===== src/rtl/wt_mem_chan_arbiter_pkg.sv =====
// Shared helpers for the write-through memory channel arbiter.
// Holds index-width and round-robin wrap functions used by the top and the tag table.
package wt_mem_chan_arbiter_pkg;

    // Index width for n items, never below one bit.
    function automatic int unsigned idx_width(input int unsigned n);
        return (n > 1) ? $clog2(n) : 1;
    endfunction

    function automatic int unsigned wrap_inc(input int unsigned i, input int unsigned n);
        return (i + 1 >= n) ? 0 : i + 1;
    endfunction

endpackage


===== src/rtl/wt_mem_chan_arbiter_if.sv =====
// Memory adapter port of the channel arbiter: request handshake plus the tagged return beat.
interface wt_mem_chan_arbiter_if #(
    parameter int unsigned AddrWidth = 64,
    parameter int unsigned DataWidth = 64,
    parameter int unsigned RtrnWidth = 128,
    parameter int unsigned TagWidth  = 3
);
    logic                 req;
    logic                 ack;
    logic                 we;
    logic [AddrWidth-1:0] addr;
    logic [DataWidth-1:0] wdata;
    logic [TagWidth-1:0]  tag;
    logic                 rtrn_vld;
    logic [TagWidth-1:0]  rtrn_tag;
    logic [RtrnWidth-1:0] rtrn_data;

    modport master (
        output req, we, addr, wdata, tag,
        input  ack, rtrn_vld, rtrn_tag, rtrn_data
    );

    modport slave (
        input  req, we, addr, wdata, tag,
        output ack, rtrn_vld, rtrn_tag, rtrn_data
    );
endinterface


===== src/rtl/wt_mem_chan_arbiter_tag_table.sv =====
// Global tag table: per-tag {valid, chan, txid}, lowest-free-tag encoder and in-use counter.
module wt_mem_chan_arbiter_tag_table
    import wt_mem_chan_arbiter_pkg::*;
#(
    parameter int unsigned NumEntries = 8,
    parameter int unsigned ChanWidth  = 1,
    parameter int unsigned TxIdWidth  = 2,
    localparam int unsigned TagWidth  = idx_width(NumEntries)
) (
    input  logic                 clk_i,
    input  logic                 rst_i,
    input  logic                 alloc_i,
    input  logic [TagWidth-1:0]  alloc_tag_i,
    input  logic [ChanWidth-1:0] alloc_chan_i,
    input  logic [TxIdWidth-1:0] alloc_txid_i,
    output logic                 free_vld_o,
    output logic [TagWidth-1:0]  free_tag_o,
    input  logic                 lookup_i,
    input  logic [TagWidth-1:0]  lookup_tag_i,
    output logic                 hit_o,
    output logic [ChanWidth-1:0] hit_chan_o,
    output logic [TxIdWidth-1:0] hit_txid_o,
    output logic [TagWidth:0]    outstanding_o
);

    typedef struct packed {
        logic                 valid;
        logic [ChanWidth-1:0] chan;
        logic [TxIdWidth-1:0] txid;
    } tag_entry_t;

    tag_entry_t        tbl_q [NumEntries];
    tag_entry_t        tbl_d [NumEntries];
    logic [TagWidth:0] cnt_q, cnt_d;
    logic              found;

    // The tag being allocated this cycle is not yet valid but is no longer free.
    always_comb begin
        found      = 1'b0;
        free_tag_o = '0;
        for (int unsigned i = 0; i < NumEntries; i++) begin
            if (!found && !tbl_q[i].valid && !(alloc_i && alloc_tag_i == TagWidth'(i))) begin
                found      = 1'b1;
                free_tag_o = TagWidth'(i);
            end
        end
        free_vld_o = found;
    end

    always_comb begin
        hit_o      = 1'b0;
        hit_chan_o = '0;
        hit_txid_o = '0;
        for (int unsigned i = 0; i < NumEntries; i++) begin
            if (lookup_i && lookup_tag_i == TagWidth'(i) && tbl_q[i].valid) begin
                hit_o      = 1'b1;
                hit_chan_o = tbl_q[i].chan;
                hit_txid_o = tbl_q[i].txid;
            end
        end
    end

    always_comb begin
        tbl_d = tbl_q;
        for (int unsigned i = 0; i < NumEntries; i++) begin
            if (hit_o && lookup_tag_i == TagWidth'(i)) begin
                tbl_d[i].valid = 1'b0;
            end
            if (alloc_i && alloc_tag_i == TagWidth'(i)) begin
                tbl_d[i] = '{valid: 1'b1, chan: alloc_chan_i, txid: alloc_txid_i};
            end
        end
    end

    always_comb begin
        unique case ({alloc_i, hit_o})
            2'b10:   cnt_d = cnt_q + (TagWidth + 1)'(1);
            2'b01:   cnt_d = cnt_q - (TagWidth + 1)'(1);
            default: cnt_d = cnt_q;
        endcase
    end

    always_ff @(posedge clk_i or posedge rst_i) begin
        if (rst_i) begin
            cnt_q <= '0;
            for (int unsigned i = 0; i < NumEntries; i++) begin
                tbl_q[i] <= '0;
            end
        end else begin
            cnt_q <= cnt_d;
            tbl_q <= tbl_d;
        end
    end

    assign outstanding_o = cnt_q;

endmodule


===== src/rtl/wt_mem_chan_arbiter.sv =====
// N-channel round-robin memory arbiter: tags accepted requests globally and routes each
// tagged return back to its originating channel with the channel's txid restored.
module wt_mem_chan_arbiter
    import wt_mem_chan_arbiter_pkg::*;
#(
    parameter int unsigned NumChan        = 2,
    parameter int unsigned AddrWidth      = 64,
    parameter int unsigned DataWidth      = 64,
    parameter int unsigned RtrnWidth      = 128,
    parameter int unsigned TxIdWidth      = 2,
    parameter int unsigned MaxOutstanding = 8,
    localparam int unsigned TagWidth      = idx_width(MaxOutstanding)
) (
    input  logic                           clk_i,
    input  logic                           rst_i,
    input  logic [NumChan-1:0]             chan_req_i,
    output logic [NumChan-1:0]             chan_ack_o,
    input  logic [NumChan-1:0]             chan_we_i,
    input  logic [NumChan*AddrWidth-1:0]   chan_addr_i,
    input  logic [NumChan*DataWidth-1:0]   chan_wdata_i,
    input  logic [NumChan*TxIdWidth-1:0]   chan_txid_i,
    wt_mem_chan_arbiter_if.master          mem,
    output logic [NumChan-1:0]             chan_rtrn_vld_o,
    output logic [TxIdWidth-1:0]           chan_rtrn_txid_o,
    output logic [RtrnWidth-1:0]           chan_rtrn_data_o,
    output logic [TagWidth:0]              outstanding_o,
    output logic                           err_o
);

    localparam int unsigned ChanW = idx_width(NumChan);

    logic [AddrWidth-1:0] addr_arr  [NumChan];
    logic [DataWidth-1:0] wdata_arr [NumChan];
    logic [TxIdWidth-1:0] txid_arr  [NumChan];

    logic                 req_q, req_d;
    logic [ChanW-1:0]     grant_q, grant_d;
    logic [ChanW-1:0]     rr_q, rr_d;
    logic [TagWidth-1:0]  tag_q, tag_d;
    logic                 we_q, we_d;
    logic [AddrWidth-1:0] addr_q, addr_d;
    logic [DataWidth-1:0] wdata_q, wdata_d;
    logic [TxIdWidth-1:0] txid_q, txid_d;

    logic [NumChan-1:0]   rtrn_vld_q, rtrn_vld_d;
    logic [TxIdWidth-1:0] rtrn_txid_q, rtrn_txid_d;
    logic [RtrnWidth-1:0] rtrn_data_q, rtrn_data_d;
    logic                 err_q, err_d;

    logic                 accept;
    logic                 free_vld;
    logic [TagWidth-1:0]  free_tag;
    logic                 hit;
    logic [ChanW-1:0]     hit_chan;
    logic [TxIdWidth-1:0] hit_txid;

    logic [NumChan-1:0]   cand;
    logic [ChanW-1:0]     ptr;
    logic [ChanW-1:0]     idx;
    logic [ChanW-1:0]     pick;
    logic                 pick_vld;

    always_comb begin
        for (int unsigned c = 0; c < NumChan; c++) begin
            addr_arr[c]  = chan_addr_i[c*AddrWidth +: AddrWidth];
            wdata_arr[c] = chan_wdata_i[c*DataWidth +: DataWidth];
            txid_arr[c]  = chan_txid_i[c*TxIdWidth +: TxIdWidth];
        end
    end

    assign accept = req_q & mem.ack;

    wt_mem_chan_arbiter_tag_table #(
        .NumEntries (MaxOutstanding),
        .ChanWidth  (ChanW),
        .TxIdWidth  (TxIdWidth)
    ) u_tag_table (
        .clk_i         (clk_i),
        .rst_i         (rst_i),
        .alloc_i       (accept),
        .alloc_tag_i   (tag_q),
        .alloc_chan_i  (grant_q),
        .alloc_txid_i  (txid_q),
        .free_vld_o    (free_vld),
        .free_tag_o    (free_tag),
        .lookup_i      (mem.rtrn_vld),
        .lookup_tag_i  (mem.rtrn_tag),
        .hit_o         (hit),
        .hit_chan_o    (hit_chan),
        .hit_txid_o    (hit_txid),
        .outstanding_o (outstanding_o)
    );

    // On accept the winner's request is still high this cycle, so it is masked out and
    // the search starts just past it.
    always_comb begin
        rr_d     = rr_q;
        ptr      = rr_q;
        cand     = chan_req_i;
        pick     = '0;
        pick_vld = 1'b0;
        idx      = '0;
        if (accept) begin
            rr_d          = ChanW'(wrap_inc(32'(grant_q), NumChan));
            ptr           = rr_d;
            cand[grant_q] = 1'b0;
        end
        for (int unsigned i = 0; i < NumChan; i++) begin
            idx = ChanW'((32'(ptr) + i) % NumChan);
            if (!pick_vld && cand[idx]) begin
                pick_vld = 1'b1;
                pick     = idx;
            end
        end
    end

    always_comb begin
        req_d   = req_q;
        grant_d = grant_q;
        tag_d   = tag_q;
        we_d    = we_q;
        addr_d  = addr_q;
        wdata_d = wdata_q;
        txid_d  = txid_q;
        if (!req_q || accept) begin
            req_d = pick_vld && free_vld;
            if (pick_vld && free_vld) begin
                grant_d = pick;
                tag_d   = free_tag;
                we_d    = chan_we_i[pick];
                addr_d  = addr_arr[pick];
                wdata_d = wdata_arr[pick];
                txid_d  = txid_arr[pick];
            end
        end
    end

    always_comb begin
        rtrn_vld_d  = '0;
        rtrn_txid_d = rtrn_txid_q;
        rtrn_data_d = rtrn_data_q;
        err_d       = err_q;
        if (mem.rtrn_vld) begin
            if (hit) begin
                rtrn_vld_d[hit_chan] = 1'b1;
                rtrn_txid_d          = hit_txid;
                rtrn_data_d          = mem.rtrn_data;
            end else begin
                err_d = 1'b1;
            end
        end
    end

    always_ff @(posedge clk_i or posedge rst_i) begin
        if (rst_i) begin
            req_q       <= 1'b0;
            grant_q     <= '0;
            rr_q        <= '0;
            tag_q       <= '0;
            we_q        <= 1'b0;
            addr_q      <= '0;
            wdata_q     <= '0;
            txid_q      <= '0;
            rtrn_vld_q  <= '0;
            rtrn_txid_q <= '0;
            rtrn_data_q <= '0;
            err_q       <= 1'b0;
        end else begin
            req_q       <= req_d;
            grant_q     <= grant_d;
            rr_q        <= rr_d;
            tag_q       <= tag_d;
            we_q        <= we_d;
            addr_q      <= addr_d;
            wdata_q     <= wdata_d;
            txid_q      <= txid_d;
            rtrn_vld_q  <= rtrn_vld_d;
            rtrn_txid_q <= rtrn_txid_d;
            rtrn_data_q <= rtrn_data_d;
            err_q       <= err_d;
        end
    end

    always_comb begin
        chan_ack_o = '0;
        if (accept) begin
            chan_ack_o[grant_q] = 1'b1;
        end
    end

    assign mem.req          = req_q;
    assign mem.we           = we_q;
    assign mem.addr         = addr_q;
    assign mem.wdata        = wdata_q;
    assign mem.tag          = tag_q;
    assign chan_rtrn_vld_o  = rtrn_vld_q;
    assign chan_rtrn_txid_o = rtrn_txid_q;
    assign chan_rtrn_data_o = rtrn_data_q;
    assign err_o            = err_q;

endmodule


===== src/flat_wrapper.sv =====
// flat-port wrapper written by rule: the top's interface ports become plain ports
module wt_mem_chan_arbiter_flat import wt_mem_chan_arbiter_pkg::*;
#(
    parameter int unsigned NumChan        = 2,
    parameter int unsigned AddrWidth      = 64,
    parameter int unsigned DataWidth      = 64,
    parameter int unsigned RtrnWidth      = 128,
    parameter int unsigned TxIdWidth      = 2,
    parameter int unsigned MaxOutstanding = 8,
    localparam int unsigned TagWidth      = idx_width(MaxOutstanding)
)
  (clk_i, rst_i, chan_req_i, chan_ack_o, chan_we_i, chan_addr_i, chan_wdata_i, chan_txid_i, chan_rtrn_vld_o, chan_rtrn_txid_o, chan_rtrn_data_o, outstanding_o, err_o, mem_req, mem_we, mem_addr, mem_wdata, mem_tag, mem_ack, mem_rtrn_vld, mem_rtrn_tag, mem_rtrn_data);
  wt_mem_chan_arbiter_if #(.AddrWidth(AddrWidth), .DataWidth(DataWidth), .RtrnWidth(RtrnWidth), .TagWidth((3))) mem_i ();
  input  logic clk_i;
  input  logic rst_i;
  input  logic [NumChan-1:0] chan_req_i;
  output logic [NumChan-1:0] chan_ack_o;
  input  logic [NumChan-1:0] chan_we_i;
  input  logic [NumChan*AddrWidth-1:0] chan_addr_i;
  input  logic [NumChan*DataWidth-1:0] chan_wdata_i;
  input  logic [NumChan*TxIdWidth-1:0] chan_txid_i;
  output logic [NumChan-1:0] chan_rtrn_vld_o;
  output logic [TxIdWidth-1:0] chan_rtrn_txid_o;
  output logic [RtrnWidth-1:0] chan_rtrn_data_o;
  output logic [TagWidth:0] outstanding_o;
  output logic err_o;
  output wire logic [$bits(mem_i.req)-1:0] mem_req;
  output wire logic [$bits(mem_i.we)-1:0] mem_we;
  output wire logic [$bits(mem_i.addr)-1:0] mem_addr;
  output wire logic [$bits(mem_i.wdata)-1:0] mem_wdata;
  output wire logic [$bits(mem_i.tag)-1:0] mem_tag;
  input wire logic [$bits(mem_i.ack)-1:0] mem_ack;
  input wire logic [$bits(mem_i.rtrn_vld)-1:0] mem_rtrn_vld;
  input wire logic [$bits(mem_i.rtrn_tag)-1:0] mem_rtrn_tag;
  input wire logic [$bits(mem_i.rtrn_data)-1:0] mem_rtrn_data;
  assign mem_req = mem_i.req;
  assign mem_we = mem_i.we;
  assign mem_addr = mem_i.addr;
  assign mem_wdata = mem_i.wdata;
  assign mem_tag = mem_i.tag;
  assign mem_i.ack = mem_ack;
  assign mem_i.rtrn_vld = mem_rtrn_vld;
  assign mem_i.rtrn_tag = mem_rtrn_tag;
  assign mem_i.rtrn_data = mem_rtrn_data;
  wt_mem_chan_arbiter #(.NumChan(NumChan), .AddrWidth(AddrWidth), .DataWidth(DataWidth), .RtrnWidth(RtrnWidth), .TxIdWidth(TxIdWidth), .MaxOutstanding(MaxOutstanding)) u_core (.clk_i(clk_i), .rst_i(rst_i), .chan_req_i(chan_req_i), .chan_ack_o(chan_ack_o), .chan_we_i(chan_we_i), .chan_addr_i(chan_addr_i), .chan_wdata_i(chan_wdata_i), .chan_txid_i(chan_txid_i), .mem(mem_i), .chan_rtrn_vld_o(chan_rtrn_vld_o), .chan_rtrn_txid_o(chan_rtrn_txid_o), .chan_rtrn_data_o(chan_rtrn_data_o), .outstanding_o(outstanding_o), .err_o(err_o));
endmodule

===== config.mk =====
export PLATFORM = sky130hd
export DESIGN_NAME = wt_mem_chan_arbiter_flat
export DESIGN_NICKNAME = d
export VERILOG_FILES = /design/src/rtl/wt_mem_chan_arbiter_pkg.sv /design/src/rtl/wt_mem_chan_arbiter_if.sv /design/src/rtl/wt_mem_chan_arbiter_tag_table.sv /design/src/rtl/wt_mem_chan_arbiter.sv /design/src/flat_wrapper.sv
export SDC_FILE = /design/constraint.sdc
export NUM_CORES = 1
export LEC_CHECK = 0
export CORE_AREA = 2 2 262 264
export DETAILED_ROUTE_END_ITERATION = 7
export DIE_AREA = 0 0 264 266
export PLACE_DENSITY = 0.57
export SLEW_MARGIN = 0
export SYNTH_ARGS = -nofsm -noshare
export SYNTH_HDL_FRONTEND = slang
export SYNTH_SLANG_ARGS = --single-unit

===== constraint.sdc =====
create_clock -name clk_i -period 16 [get_ports clk_i]
set_input_delay 1.6 -clock clk_i [delete_from_list [all_inputs] [get_ports clk_i]]
set_output_delay 1.6 -clock clk_i [all_outputs]
set_load 0.01 [all_outputs]

==> results.sh, run 1 <==
export IMPL_vias=10391
export IMPL_wirelength_um=49700
export IMPL_synth_enable_flop_cells=0
export IMPL_port_buffers=670
export IMPL_swShare=0.310
export IMPL_die_w_um=264
export IMPL_synth_top_cell_area_share=0.564
export IMPL_power_frac_comb=0.410
export IMPL_hold_depth=1
export IMPL_regArea_um2=7660
export IMPL_reg2reg_depth=7
export IMPL_grt_pass1_vias=11354
export IMPL_max_stage_delay_ps=630
export IMPL_yosys_area_top_type="dfrtp_1"
export IMPL_vdd_ir_drop_max_uv=108
export IMPL_wl_per_cell_um=19.9
export IMPL_timing_rr_end="u_core.mem.wdata[35]"
export IMPL_avgSynthCellArea_um2=14.7
export IMPL_gp_congestion=0.828
export IMPL_crit_fanout=8
export IMPL_fp_dieH_um=266
export IMPL_antennaDiodeCount=0
export IMPL_ys_seq_area_frac=0.564
export IMPL_fin_area_um2=22500
export IMPL_ys_types=54
export IMPL_drc=1
export IMPL_cts_tree="yes"
export IMPL_p_int_mw=2.61
export IMPL_violations="DRC"
export IMPL_p_clk_frac=0.239
export IMPL_endpoint_kind="output port"
export IMPL_r2r_slack_ps=12320
export IMPL_worst_slew_pin_slew_ps=1080
export IMPL_core_area_um2=67700
export IMPL_area_delta_synth_final_pct=65.6
export IMPL_htreeDepth=2
export IMPL_max_freq_mhz=204
export IMPL_powerDensity_nw_per_um2=168
export IMPL_ys_flop_type="dfrtp_1"
export IMPL_startpoint_type="input port"
export IMPL_cap_violations=0
export IMPL_placed_cell_area_um2=21200
export IMPL_num_rows=96
export IMPL_netlist_instances=927
export IMPL_vias_per_cell=4.16
export IMPL_ant_nets=0
export IMPL_grt_overflow=0
export IMPL_synthArstFlopShare=1.00
export IMPL_cp_required_ps=14400
export IMPL_final_max_slew_violation_count=0
export IMPL_period_needed_ps=4900
export IMPL_cts_resized_gates=0
export IMPL_clk_latency_ps=540
export IMPL_grt_use_total=0.137
export IMPL_worstSetupStartpoint="mem_ack"
export IMPL_rsz0062_at_grt="false"
export IMPL_hp_class="reg -> reg"
export IMPL_crit_buf_inv=2
export IMPL_fin_nets=1998
export IMPL_syn_nets=1330
export IMPL_p_leak_nw=8.98
export IMPL_crit_family="buffers and inverters"
export IMPL_cts_root_buf="clkbuf_16"
export IMPL_multi_input_area_um2=5600
export IMPL_path_cells="clkdlybuf4s50_1, nand2_1, nor2_1, clkdlybuf4s50_1"
export IMPL_path_class="in -> out"
export IMPL_dp_hpwl_um=38200
export IMPL_slowest_stage="clkdlybuf4s50_1"
export IMPL_synth_seq_cells=306
export IMPL_grt_max_degree=115
export IMPL_top_level_ports=671
export IMPL_dieArea_um2=70200
export IMPL_cts_buffers=38
export IMPL_tns_ps=0
export IMPL_setup_viol=0
export IMPL_start_util=0.201
export IMPL_arrival_ps=3300
export IMPL_path_clk_slew_ps=50
export IMPL_hold_viol_final=0
export IMPL_drive_gt1_frac=0.263
export IMPL_clk_path_buf_depth=3
export IMPL_power_frac_seq=0.350
export IMPL_power_switching_mw=1.17
export IMPL_postCtsSetupBuffers=0
export IMPL_yosys_warnings=0
export IMPL_regToRegStartpoint="u_core.mem.tag[0]"
export IMPL_antenna_found_initial=11
export IMPL_hold_end="u_core.mem.addr[28]"
export IMPL_grt_pass1_wl_um=72900
export IMPL_clock_sinks=306
export IMPL_syn_area_um2=13600
export IMPL_cp_common_cell="clkdlybuf4s50_1"
export IMPL_final_setup_skew_ps=15.7
export IMPL_slew_headroom=0.280
export IMPL_status="finished, violations left"
export IMPL_drt_initial_drc_count=379
export IMPL_worstHoldStart="u_core.mem.addr[28]"
export IMPL_finalCritPeriodShare=0.306
export IMPL_synthTopCellsByArea="dfrtp_1, mux2_2, mux2_1"
export IMPL_hold_buffers=0
export IMPL_fill_cells=6689
export IMPL_dr_pass1_iters=8
## area by class of cell
class,count,area share
multi-input combinational,555,0.249
clock buffer,48,0.0471
inverter,16,0.00323
timing repair buffer,678,0.301
sequential,306,0.340
tap,882,0.0491
clock inverter,15,0.0103
## Yosys cell counts, types with 4 or more instances
| master | count |
|---|---|
| nor2_1 | 12 |
| dfrtp_1 | 306 |
| inv_1 | 15 |
| clkbuf_1 | 20 |
| buf_4 | 9 |
| o21ai_0 | 11 |
| nor2b_1 | 4 |
| mux2_2 | 343 |
| mux2_1 | 69 |
| nand3_1 | 8 |
| a21o_1 | 5 |
| a21oi_1 | 14 |
| mux2i_1 | 6 |
| nand2_1 | 21 |
| and3_1 | 5 |
| buf_2 | 15 |
| buf_6 | 6 |
## power by group through the flow
stage,Combinational (mW),Clock (mW),Sequential (mW)
floorplan,0.558,0,1.43
global placement,1.57,0,1.32
detailed placement,1.58,0,1.33
CTS,1.59,0.946,1.33
global route,1.66,0.973,1.37
finish,1.55,0.906,1.33
## logic make-up (layout without fill, tap and decap cells)
logic type | Yosys count | in the layout | synth area share
fa+ha+maj | 4 | 4 | 0.00424
flops | 306 | 306 | 0.564
buf+inv | 66 | 757 | 0.0254
simple gates | 75 | 75 | 0.0311
compound gates | 54 | 54 | 0.0270
xor+xnor | 4 | 4 | 0.00258
mux | 418 | 418 | 0.346
## worst max path at each step
stage | cells past startpoint | to
floorplan | 1 | u_core.chan_rtrn_data_o[0]
global placement | 8 | u_core.mem.wdata[35]
detailed placement | 8 | u_core.mem.wdata[35]
CTS | 4 | chan_ack_o[0]
global route | 8 | u_core.mem.wdata[35]
finish | 4 | chan_ack_o[0]
## metal layers
layer,routed length [µm],global-route usage,vias to the layer above,part of all wire
li1,-,-,4685,-
met1,18800,0.153,5132,0.38
met2,25400,0.248,511,0.51
met3,4590,0.0499,61,0.092
met4,875,0.0293,2,0.018
met5,13,0,-,0.00026
## layout by cell type, fill, tap and decap left out, drive strengths merged, types with 3 or more instances in the layout
master,n
bufinv,6
mux2,412
o21ai,12
and3,5
a21o,5
nand2,21
a31oi,3
inv,17
nand3,8
ha,3
dfrtp,306
clkdlybuf4s50,670
clkbuf,48
mux2i,6
clkinv,8
buf,8
nor2b,4
and4b,3
a21oi,15
nor2,12
nand4b,3
or2,3
## flip-flops by register name, indices dropped and copies added (netlist names)
name and flops:
u_core.txid_q 2, u_core.chan_rtrn_data_o 128, u_core.mem.tag 3, u_core.rr_q 1, u_core.mem.we 1, u_core.mem.req 1, u_core.grant_q 1, u_core.err_o 1
u_core.u_tag_table.outstanding_o 4, u_core.chan_rtrn_txid_o 2, u_core.mem.wdata 64, u_core.mem.addr 64, u_core.u_tag_table.tbl_q 32, u_core.chan_rtrn_vld_o 2
## through the flow
step	instances	hold WS, ps	power (mW)	util	setup slack (ps)
4_1_cts	2500	482	3.87	0.332	11030
2_1_floorplan	927	441	1.99	-	5940
5_1_grt	2500	497	4.01	0.332	10930
6_report	2500	481	3.78	0.332	11100
3_3_place_gp	2437	453	2.89	0.313	10630
3_5_place_dp	2437	463	2.91	0.313	10530
(Power assumes the default switching activity.)
==> run 2: changes to the inputs <==
--- a/config.mk
+++ b/config.mk
@@ -8,7 +8,7 @@
 export CORE_AREA = 2 2 262 264
 export DETAILED_ROUTE_END_ITERATION = 7
 export DIE_AREA = 0 0 264 266
-export PLACE_DENSITY = 0.57
+export PLACE_DENSITY = 0.58
 export SLEW_MARGIN = 0
 export SYNTH_ARGS = -nofsm -noshare
 export SYNTH_HDL_FRONTEND = slang
==> constraint.sdc (replaced) <==
create_clock -name clk_i -period 4.1 [get_ports clk_i]
set_input_delay 0.41 -clock clk_i [delete_from_list [all_inputs] [get_ports clk_i]]
set_output_delay 0.41 -clock clk_i [all_outputs]
set_load 0.01 [all_outputs]
==> run 2 against run 1 <==
  * The flow now finishes without violations
  * Clock skew is 3.8 ps higher
  * Register-to-register slack lost 11000 ps
  * Total power grew to 3.9 times the previous value
  * Setup slack lost 9900 ps
  * Final cell count is 0.72% higher
  * Largest power group unchanged
  * Highest routed layer unchanged
==> results.sh, run 2 (synthesis results as in run 1) <==
export IMPL_worstSetupStartpoint="mem_rtrn_tag[1]"
export IMPL_hold_buffers=0
export IMPL_final_cell_mix="clkdlybuf4s50_1, mux2_2, dfrtp_1"
export IMPL_rsz0062_at_grt="false"
export IMPL_dp_hpwl_um=37800
export IMPL_num_rows=96
export IMPL_grt_max_degree=131
export IMPL_layout_commonest_cell="clkdlybuf4s50_1"
export IMPL_final_setup_skew_ps=19.4
export IMPL_cts_buffers=38
export IMPL_r2r_slack_ps=1310
export IMPL_stdcell_count=2518
export IMPL_worst_slew_pin_slew_ps=989
export IMPL_final_max_slew_violation_count=0
export IMPL_placed_cells=2449
export IMPL_antenna_found_initial=5
export IMPL_arrival_ps=3340
export IMPL_cap_violations=0
export IMPL_largest_register_ffs=128
export IMPL_grt_pass1_vias=11110
export IMPL_clk_latency_ps=550
export IMPL_area_delta_synth_final_pct=66.7
export IMPL_drt_initial_drc_count=331
export IMPL_powerDensity_nw_per_um2=645
export IMPL_gp_congestion=0.839
export IMPL_cts_resized_gates=0
export IMPL_cts_tree="yes"
export IMPL_timing_rr_end="u_core.u_tag_table.outstanding_o[3]"
export IMPL_start_util=0.201
export IMPL_multi_input_area_um2=5600
export IMPL_regToRegStartpoint="u_core.u_tag_table.tbl_q[7]"
export IMPL_fp_dieH_um=266
export IMPL_clock_sinks=306
export IMPL_vdd_ir_drop_max_uv=438
export IMPL_core_area_um2=67700
export IMPL_grt_overflow=0
export IMPL_status="completed"
export IMPL_fill_cells=6657
export IMPL_cts_root_buf="clkbuf_16"
export IMPL_path_class="in -> reg"
export IMPL_wl_met3_um=4860
export IMPL_regArea_um2=7660
export IMPL_finalCritPeriodShare=0.715
export IMPL_wl_met1_um=17500
export IMPL_crit_fanout=10
export IMPL_max_freq_mhz=341
export IMPL_port_buffers=670
export IMPL_fin_ws_ps=1170
export IMPL_drc=0
export IMPL_dieArea_um2=70200
export IMPL_slew_headroom=0.339
export IMPL_ant_nets=0
export IMPL_cp_required_ps=4510
export IMPL_grt_use_total=0.133
export IMPL_drive_gt1_frac=0.268
export IMPL_postCtsSetupBuffers=0
export IMPL_grt_pass1_wl_um=70700
export IMPL_startpoint_type="input port"
export IMPL_top_level_ports=671
export IMPL_die_w_um=264
export IMPL_crit_end="u_core.u_tag_table.outstanding_o[3]"
export IMPL_hold_viol_final=0
export IMPL_p_leak_nw=9.03
export IMPL_htreeDepth=2
export IMPL_dr_pass1_iters=4
export IMPL_hp_class="in -> async"
export IMPL_vias=10173
export IMPL_setup_viol=0
export IMPL_vias_per_cell=4.04
export IMPL_wl_met2_um=24200
export IMPL_fin_nets=2010
export IMPL_clk_path_buf_depth=3
export IMPL_reg2reg_depth=11
export IMPL_endpoint_kind="register"
export IMPL_period_needed_ps=2930
export IMPL_wirelength_um=48100
export IMPL_pre_cts_slack_ps=636
export IMPL_path_clk_slew_ps=50
export IMPL_wl_per_cell_um=19.1
export IMPL_top_layer_used="met5"
run 2: cell types whose count changed in the layout (fill, tap and decap cells not counted), sizes merged:
cell | before | now
diode | 0 | 4
clkinvlp | 0 | 4
bufinv | 6 | 3
buf | 8 | 20
clkbuf | 48 | 50
inv | 17 | 16
run 2: critical path, cell delays in order:
cell             delay [ps]
clkdlybuf4s50_1         670
mux2_1                  380
a32oi_1                 210
and4b_1                 430
inv_6                    60
ha_1                    220
ha_1                    280
a21o_1                  170
a21oi_1                 160
xnor2_1                 140
nor2_1                   70
xor2_1                  140
run 2: report_power, final:
| group | internal [mW] | switching [mW] | total, mW |
|---|---|---|---|
| registers | 4.34 | 0.804 | 5.15 |
| clock network | 2.03 | 1.31 | 3.35 |
| logic | 3.70 | 2.42 | 6.12 |
run 2: layout make-up:
type / instances / share of cell area
flip-flops and latches: 306 / 0.338
repair buffers: 690 / 0.307
multi-input cells: 555 / 0.247
well taps: 882 / 0.0487
clock buffers: 50 / 0.0476
clock inverters: 15 / 0.00729
inverters: 16 / 0.00304
diodes: 4 / 0.000442
run 2: metal layers:
layer	vias up	track usage
li1	4701	-
met1	4936	0.138
met2	468	0.239
met3	66	0.0555
met4	2	0.0464
met5	-	0
run 2: worst min path at each step:
stage,start,to,slack (ps),cells after the start
floorplan,u_core.rr_q,u_core.rr_q,440,1
global placement,u_core.rr_q,u_core.rr_q,450,1
detailed placement,u_core.err_o,u_core.err_o,450,1
CTS,mem_rtrn_data[83],u_core.chan_rtrn_data_o[83],420,2
global route,mem_rtrn_data[19],u_core.chan_rtrn_data_o[19],450,2
finish,rst_i,u_core.chan_rtrn_data_o[54],450,2
run 2: metrics by stage:
stage	instance area, µm²	TNS (ps)	power (mW)	util	hold WS (ps)
after global placement	21400	0	11.3	0.316	450
after CTS	22600	0	14.9	0.334	425
after global routing	22600	0	15.5	0.334	445
final	22600	0	14.6	0.334	454
after floorplan	13600	-116580	7.76	-	441
after detailed placement	21400	0	11.4	0.316	455
